[config.mk]
export PLATFORM = sky130hd
export DESIGN_NAME = carrega_matriz
export DESIGN_NICKNAME = d
export VERILOG_FILES = /design/src/rtl/carrega_matriz_pkg.sv /design/src/rtl/carrega_matriz.sv
export SDC_FILE = /design/constraint.sdc
export NUM_CORES = 1
export LEC_CHECK = 0
export CAP_MARGIN = 0
export CORE_UTILIZATION = 35
export DETAILED_ROUTE_END_ITERATION = 8
export SLEW_MARGIN = 25
export SYNTH_ARGS = -nofsm -noshare
export SYNTH_HDL_FRONTEND = slang
export SYNTH_SLANG_ARGS = --single-unit
[constraint.sdc]
create_clock -name clk -period 2.9 [get_ports clk]
set_input_delay 0.58 -clock clk [delete_from_list [all_inputs] [get_ports clk]]
set_output_delay 0.58 -clock clk [all_outputs]
set_load 0.005 [all_outputs]
[src/rtl/carrega_matriz_pkg.sv]
// Shared constants for the scalar-multiply ULA stages: matrix geometry,
// element width and the loader state encoding.
package carrega_matriz_pkg;

    localparam int unsigned N_ELEM = 25;
    localparam int unsigned ELEM_W = 8;
    localparam int unsigned IDX_W  = $clog2(N_ELEM);
    localparam int unsigned MAT_W  = N_ELEM * ELEM_W;

    typedef enum logic {
        ST_LOAD = 1'b0,
        ST_FULL = 1'b1
    } state_t;

endpackage

[src/rtl/carrega_matriz.sv]
// Byte-serial loader for the scalar-multiply stage. Collects N_ELEM matrix
// elements and a scalar from a valid/ready stream, then presents the packed
// matrix and scalar downstream and holds them until consumed.
module carrega_matriz
    import carrega_matriz_pkg::*;
(
    input  logic              clk,
    input  logic              reset,
    input  logic              in_valid,
    output logic              in_ready,
    input  logic [ELEM_W-1:0] in_data,
    input  logic              in_is_scalar,
    input  logic              clear,
    output logic              mat_valid,
    input  logic              mat_ready,
    output logic [MAT_W-1:0]  matriz_a,
    output logic [ELEM_W-1:0] data_escalar,
    output logic [IDX_W-1:0]  elem_count
);

    state_t            state;
    logic              accept;
    logic              accept_elem;
    logic [ELEM_W-1:0] elem_q [N_ELEM];

    // A beat is only taken in LOAD (in_ready), and clear drops it outright.
    assign accept      = in_valid && in_ready && !clear;
    assign accept_elem = accept && !in_is_scalar;

    // Load/hold state machine with registered handshake outputs and counters.
    always_ff @(posedge clk) begin
        // NOTE: state and outputs use non-blocking assignments so every
        // reader sees the pre-edge value; blocking here would create races.
        if (reset) begin
            state        <= ST_LOAD;
            elem_count   <= '0;
            data_escalar <= '0;
            mat_valid    <= 1'b0;
            in_ready     <= 1'b1;
        end else begin
            case (state)
                ST_LOAD: begin
                    if (clear) begin
                        elem_count <= '0;
                    end else if (accept) begin
                        if (in_is_scalar) begin
                            data_escalar <= in_data;
                        end else begin
                            elem_count <= elem_count + 1'b1;
                            if (elem_count == IDX_W'(N_ELEM - 1)) begin
                                state     <= ST_FULL;
                                mat_valid <= 1'b1;
                                in_ready  <= 1'b0;
                            end
                        end
                    end
                end
                ST_FULL: begin
                    // clear and in_valid are ignored: a complete matrix is
                    // only released by the downstream handshake or reset.
                    if (mat_ready) begin
                        state      <= ST_LOAD;
                        elem_count <= '0;
                        mat_valid  <= 1'b0;
                        in_ready   <= 1'b1;
                    end
                end
                default: begin
                    state     <= ST_LOAD;
                    mat_valid <= 1'b0;
                    in_ready  <= 1'b1;
                end
            endcase
        end
    end

    // One storage byte per element, written when elem_count selects it.
    for (genvar i = 0; i < N_ELEM; i++) begin : g_elem
        logic elem_we;

        assign elem_we = accept_elem && (elem_count == IDX_W'(i));

        // Element register: cleared by reset, loaded on its decoded enable.
        always_ff @(posedge clk) begin
            // NOTE: the matrix storage is reset because its zero value is
            // visible on matriz_a straight after reset, unlike a hidden RAM.
            if (reset) begin
                elem_q[i] <= '0;
            end else if (elem_we) begin
                elem_q[i] <= in_data;
            end
        end

        assign matriz_a[i*ELEM_W +: ELEM_W] = elem_q[i];
    end

endmodule

==> Yosys cells after proc, flatten, opt, wreduce, memory -nomap -nowiden <==
Memory sizes are Yosys's and may differ from the RTL's.
Cells that the tools add are included.
{ "classes": {"n_reduce_logical": 34, "mul": 0, "n_shift": 0, "div_mod_pow": 0, "eq_ne": 31, "addsub": 1, "muxes": 125, "magnitude_cmp": 0, "bitwise": 27} }
{ "ops": {"columns": ["operator", "count"], "rows": [
  ["$mux W8", 25],
  ["$mux W1", 92],
  ["$eq A5 B5 Y1 const B", 9],
  ["$eq A5 B4 Y1 const B", 8],
  ["$logic_and A1 B1 Y1", 28],
  ["$or A1 B1 Y1", 25],
  ["$eq A5 B3 Y1 const B", 4],
  ["$mux W5", 4],
  ["$eq A5 B2 Y1 const B", 2],
  ["$ne A2 B2 Y1 const B", 5],
  ["$pmux W5 S2", 1],
  ["$ne A3 B3 Y1 const B", 2],
  ["$pmux W1 S2", 3],
  ["$add A5 B1 Y5 const B", 1],
  ["$eq A5 B1 Y1 const B", 1],
  ["$logic_not A5 Y1", 1],
  ["$reduce_and A5 Y1", 1],
  ["$reduce_and A4 Y1", 1],
  ["$reduce_and A3 Y1", 1],
  ["$logic_not A1 Y1", 2],
  ["$not A1 Y1", 2]
]} }
{ "word_totals": {"ram_bits": 200, "reg_bits": 16, "latch_bits": 0, "out_inout_bits": 215, "wordCells": 224, "mem_bits_ro": 0, "memories": 1} }
{ "memory_table": {"columns": ["name", "words", "width", "rd", "rd_clocked_by_memory_dff", "wr", "line_no", "source"], "rows": [
  ["elem_q", 25, 8, 25, 0, 25, "carrega_matriz.sv:24", "logic [ELEM_W-1:0] elem_q [N_ELEM];"]
]} }

==> Depth between registers and ports, before layout <==
Gate-level depths: netlist of the first run.
{ "depth": {"depth_word": 8, "depth_mapped": 6} }

==> Worst setup path before layout of the first run <==
No wires, ideal clock.
{ "synth_path": {"kind": "input to register", "from": "input port clear", "to": "memory elem_q[1][2] (netlist: elem_q[0][10]) (enable)", "cell_stages": 3, "path_buffers": 0, "t_arrival_ns": 1.905, "setup_time_ns": 0.387, "path_slack_ns": 0.609, "cell_sequence": "nor3b_4 -> nand3_2 -> o31ai_1"} }
{ "synth_lines": {"columns": ["item", "line_no", "source"], "rows": [
  ["start, declared", "carrega_matriz.sv:13", "input logic clear,"],
  ["end, declared", "carrega_matriz.sv:24", null]
]} }

==> Worst setup path in the final report of the first run <==
{ "layout_path": {"from": "register elem_count[2]", "to": "output port elem_count[2]"} }
{ "layout_lines": {"columns": ["item", "line_no", "source"], "rows": [
  ["start, declared", "carrega_matriz.sv:18", "output logic [IDX_W-1:0] elem_count"],
  ["start signal, assigned", "carrega_matriz.sv:49", "elem_count <= elem_count + 1'b1;"]
]} }
No word-level cell between the ends.

==> qor.yml, run 1 <==
run_status:
  run_status: "finished, final reports clean"
synth:
  syn_avg_cell_area_um2: 13.79
  synth.yosys.seq_area_share: 0.7437
  post_synth_num_cell_types: 40
  share_of_synthesized_flip_flops_with_an_asynchronous_set_or_reset: 0
  yosys_warning_total: 0
  synth_top_cells_by_area: "edfxtp_1, nor2_1, and3_1"
  synth_cells: 617
  synth_edf_count: 200
  synth.ff_latch_count: 216
  netlist.top_cell.by_area: "edfxtp_1"
  synth_top_flop_cell: "edfxtp_1"
  synthDominantCellAreaShare: 0.7061
  syn-cell-area_um2: 8506
  postSynthNetCount: 636
layout:
  fin_util: 0.5100
  nNetsFinal: 888
  multiInputGateArea_um2: 1883
  final_layout_size_suffix_gt1_frac: 0.1151
  seqCellArea_um2: 6326
  layout.filler_cells: 2099
  most_frequent_cells_in_the_layout: "clkdlybuf4s50_1, edfxtp_1, nor2_1"
  areaGrowthSynthToFinish_pct: 42.00
  layout.cells.most_common: "clkdlybuf4s50_1"
  final_design_area_no_fill_um2: 12080
clock_tree:
  cts_tree: "done"
  cts_buffer_depth: 3
  cts_resized: 0
  cts_hold_buffers: 0
  post_cts_buffers: 0
  clk_pin_slew_ns: 0.06
  cts_sinks: 216
  h-tree-depth: 1
  clk_root_buffer_cell: "clkbuf_16"
  number_of_buffers_created_by_cts: 23
  clock_insertion_delay_worst_skew_ns: 0.52
die:
  design.die.area_um2: 24930
  core.rowCount: 56
  initial_core_utilization: 0.3592
  core_region_area_um2: 23680
  dieWidth_um: 157.9
  die_height_um: 157.9
  io-pin-count: 229
setup_path:
  critical_path_class: "reg -> out"
  worst_setup_path_end_kind: "output pin"
  reg2reg_to: "elem_q[1][66]"
  startpoint: "elem_count[2]"
  timing.rr.start: "elem_count[0]"
  crit_path_max_fanout: 16
  rr_worst_depth: 5
  crit_chain: "clkdlybuf4s50_1"
  timing.critical_path.to: "elem_count[2]"
  critical_path_max_stage_delay_ns: 0.76
  worst-endpoint-arrival_ns: 1.92
  critical_path_cell_count: 1
  cpLargestDelayFamily: "flip-flops"
  worst_setup_path_start_kind: "flip-flop"
  critical_path_required_ns: 2.32
  regToRegSetupSlack_ns: 0.71
  critical-path-slowest-cell: "dfxtp_1"
  timing.critical_path.buf_inv: 1
placed_design:
  placement.setup.worst_slack_ns: 0.1040
  detailed_place.area_um2: 11300
  place_congestion: 0.8163
  port-buffer-count: 228
  detailedPlacementHpwl_um: 17160
timing:
  rsz0062_at_grt: "no"
  timing_max_transition_violations_final: 0
  relative_slew_margins: 0.5418
  max_slew.worst_pin.slew_ns: 0.6863
  finalHoldViolations: 0
  max_clock_skew_ns: 0.02593
  timing.final.setup_violations: 0
  whs_ns: 0.4741
  setup_slack_ns: 0.4020
  achievable-frequency_ghz: 0.4003
  setup-tns-final_ns: 0
  final_min_period_over_clock_period: 0.8614
  min_period_ns: 2.498
routing:
  detail_route.wl_per_cell_um: 20.61
  viasPerCell: 4.900
  wl_um: 24860
  final_antenna_violating_net_count: 0
  routed-via-count: 5909
  drtIter0Drc: 380
  post-route-drc-count: 0
  drt_first_pass_iters: 5
power:
  max-vdd-ir-drop_uv: 313.0
  power_leakage_nw: 4.438
  power.density_cell_area_nw_per_um2: 582.3
grt:
  grt_antenna_before_repair: 0
  grt_use_total: 0.2018
  total_global_routing_overflow: 0
  wire_length_of_the_first_global_routing_pass_um: 36830
  via_count_of_the_first_global_routing_pass: 5950
  grt_start_max_net_pins: 37
run:
  maxCapViolCount: 0
min_path:
  hold_path.class: "reg -> reg"
[logic make-up (layout without fill, tap and decap cells)]
logic type                 Yosys count  count (layout)  synth area share
other                                0               1                 0
buffers and inverters               55             324           0.03545
muxes                                3               3          0.003531
DFF                                216             216            0.7437
adders and majority gates            5               5          0.007355
and+or+nand+nor                    289             289            0.1743
AOI/OAI and AO/OA                   49              49           0.03560
[layout make-up]
class	instances	area share
antenna	1	0.0002072
tap	319	0.03305
timing repair buffer	277	0.2215
inverter	5	0.001554
multi-input combinational	346	0.1559
sequential	216	0.5238
clock inverter	16	0.01544
clock buffer	26	0.04859
[layer usage]
metal / global-route usage / part of all wire / vias to the layer above
met3: 0.03586 / 0.072 / 40
met1: 0.2747 / 0.43 / 2895
met4: 0.05502 / 0.023 / 0
met2: 0.3308 / 0.48 / 244
li1: - / - / 2730
met5: 0 / 0 / -
[cell usage after synthesis (all sizes together) (3+ instances only)]
master / number
edfxtp: 200
nand2: 38
a21oi: 13
nand3b: 3
o31ai: 6
inv: 5
nor3: 4
nor2: 122
and2: 16
o21ai: 18
dfxtp: 16
nor3b: 3
nand2b: 4
and3: 65
nand3: 18
a31o: 8
ha: 5
buf: 18
nor2b: 6
mux2i: 3
clkbuf: 32
nand4bb: 3
[stage by stage]
step | cells | total power, mW
floorplan | 617 | 3.718
global placement | 1163 | 4.062
detailed placement | 1163 | 4.064
CTS | 1205 | 7.086
global route | 1205 | 7.251
finish | 1206 | 7.032
[report_power, final]
group,internal (mW),switching (mW)
Clock,1.82,1.22
Combinational,0.237,0.219
Sequential,3.49,0.0454
Total,5.55,1.48
[worst min path at each step]
stage,start,to,cells past startpoint
floorplan,mat_valid,mat_valid,2
global placement,mat_valid,mat_valid,2
detailed placement,mat_valid,mat_valid,2
CTS,mat_valid,mat_valid,2
global route,mat_valid,mat_valid,2
finish,mat_valid,mat_valid,2
[state kept, by name (all words and copies together), names as in the netlist]
| name | count |
|---|---|
| mat_valid | 1 |
| elem_q | 200 |
| in_ready | 1 |
| state | 1 |
| data_escalar | 8 |
| elem_count | 5 |
Power figures use the tool's default switching activity.
==> inputs of run 2 (changes only) <==
clock period = 2.7 ns   (was 2.9 ns; I/O delays follow)
==> run 2 against run 1 <==
Compared with the run above:
- setup slack worse by 0.022 ns
- die area unchanged
- routed wire length is 1.2% lower
- global-route usage down 0.30 points
- combinational power is 7.9% higher
- largest power group unchanged
- core utilization down 0.12 points
- clock-buffer cell count stayed put
==> qor.yml, run 2 (same netlist as run 1, synthesis figures left out) <==
layout:
  layout.cells.most_common: "clkdlybuf4s50_1"
  layout.filler_cells: 2059  # -1.9%
  areaGrowthSynthToFinish_pct: 41.67
  finalNonFillerCells: 1208  # +0.17%
  antenna-diode-count: 0  # -1
  most_frequent_cells_in_the_layout: "clkdlybuf4s50_1, edfxtp_1, nor2_1"
  reg.largest.list: "elem_q x200, data_escalar x8, elem_count x5"
  max_flop_register: "elem_q"
  final_design_area_no_fill_um2: 12050  # -0.23%
  flip_flop_count_of_the_largest_register_after_layout: 200  # unchanged
  nNetsFinal: 892  # +0.45%
  final_layout_size_suffix_gt1_frac: 0.1147  # -0.0003885
setup_path:
  crit_path_max_fanout: 12  # -4
  worst-endpoint-arrival_ns: 1.78  # -0.14 ns
  critical_path_class: "reg -> out"
  worst_setup_path_end_kind: "output pin"
  worst_setup_path_start_kind: "flip-flop"
  timing.critical_path.buf_inv: 1  # unchanged
  critical_path_required_ns: 2.16  # -0.16 ns
  cpLargestDelayFamily: "flip-flops"
  critical_path_max_stage_delay_ns: 0.66  # -0.10 ns
  critical-path-slowest-cell: "dfxtp_1"
  crit_chain: "clkdlybuf4s50_1"
routing:
  routed-via-count: 5877  # -0.54%
  drt_first_pass_iters: 5  # unchanged
  wl_um: 24560  # -1.2%
  post-route-drc-count: 0  # unchanged
  viasPerCell: 4.865  # -0.71%
  final_antenna_violating_net_count: 0  # unchanged
  drtIter0Drc: 416  # +9.5%
  detail_route.wl_per_cell_um: 20.33  # -1.4%
grt:
  grt_start_max_net_pins: 37  # unchanged
  total_global_routing_overflow: 0  # unchanged
  grt_antenna_before_repair: 0  # unchanged
  via_count_of_the_first_global_routing_pass: 5821  # -2.2%
  wire_length_of_the_first_global_routing_pass_um: 36050  # -2.1%
  grt_use_total: 0.1989  # -0.002969
clock_tree:
  h-tree-depth: 1  # unchanged
  cts_sinks: 216  # unchanged
  cts_hold_buffers: 0  # unchanged
  post_cts_buffers: 0  # unchanged
  cts_tree: "done"
  clk_root_buffer_cell: "clkbuf_16"
  clock_insertion_delay_worst_skew_ns: 0.51  # about the same
  cts_resized: 0  # unchanged
  number_of_buffers_created_by_cts: 22  # -4.3%
  cts_buffer_depth: 3  # unchanged
  clk_pin_slew_ns: 0.06  # about the same
power:
  max-vdd-ir-drop_uv: 356.5  # +14%
  power_leakage_nw: 4.414  # -0.55%
  power.density_cell_area_nw_per_um2: 609.4  # +4.7%
  design_power_total_mw: 7.343  # +4.4%
placed_design:
  port-buffer-count: 228  # unchanged
  placed_cell_count: 1168  # +0.43%
  place_congestion: 0.7875  # -3.5%
  detailedPlacementHpwl_um: 16910  # -1.5%
  detailed_place.area_um2: 11330  # +0.22%
timing:
  final_min_period_over_clock_period: 0.8592
  max_clock_skew_ns: 0.01768  # -0.008251 ns
  rsz0062_at_grt: "no"
  setup-tns-final_ns: 0  # unchanged
  achievable-frequency_ghz: 0.4311
  max_slew.worst_pin.slew_ns: 0.6756  # -0.01073 ns
  min_period_ns: 2.320
  timing.final.setup_violations: 0  # unchanged
  timing_max_transition_violations_final: 0  # unchanged
  relative_slew_margins: 0.5480  # +0.006112
  finalHoldViolations: 0  # unchanged
die:
  io-pin-count: 229  # unchanged
  core_region_area_um2: 23680  # unchanged
  dieWidth_um: 157.9  # unchanged
  die_height_um: 157.9  # unchanged
  core.rowCount: 56  # unchanged
  initial_core_utilization: 0.3592  # unchanged
  design.die.area_um2: 24930  # unchanged
run:
  maxCapViolCount: 0  # unchanged
min_path:
  hold_path.class: "reg -> reg"
run_status:
  run_status: "finished, final reports clean"
run 2: power by group:
group	total [mW]	switching [mW]	internal, mW
Clock	3.05	1.26	1.79
Combinational	0.492	0.235	0.257
Sequential	3.80	0.0485	3.75
run 2: routing by layer:
metal / part of all wire / routed length [um] / global-route usage
met1: 0.43 / 10440 / 0.2658
met2: 0.49 / 11910 / 0.3352
met3: 0.076 / 1873 / 0.03832
met4: 0.013 / 331 / 0.04161
met5: 0 / 0 / 0
run 2: per-stage QoR:
step | utilization | hold slack, ns | setup WS (ns)
6_report | 0.5088 | 0.4599 | 0.3801
5_1_grt | 0.5088 | 0.5133 | 0.2885
2_1_floorplan | - | 0.4527 | 0.4487
4_1_cts | 0.5088 | 0.4638 | 0.3278
3_3_place_gp | 0.4783 | 0.4444 | 0.1360
3_5_place_dp | 0.4783 | 0.4553 | 0.09339
run 2: worst paths after layout:
kind / end / startpoint / slack (ns) / cells after the start
hold reg to reg: mat_valid / mat_valid / 0.46 / 2
setup / recovery: elem_count[3] / elem_count[3] / 0.38 / 1
hold / removal: mat_valid / mat_valid / 0.46 / 2
setup reg to reg: elem_q[0][126] / elem_count[2] / 0.74 / 5
run 2: layout make-up:
type | instances | area, um2 | share of cell area
flip-flops and latches | 216 | 6326 | 0.5250
repair buffers | 282 | 2700 | 0.2241
multi-input cells | 346 | 1883 | 0.1563
clock buffers | 26 | 565.5 | 0.04693
well taps | 319 | 399.1 | 0.03312
clock inverters | 14 | 157.7 | 0.01308
inverters | 5 | 18.77 | 0.001557
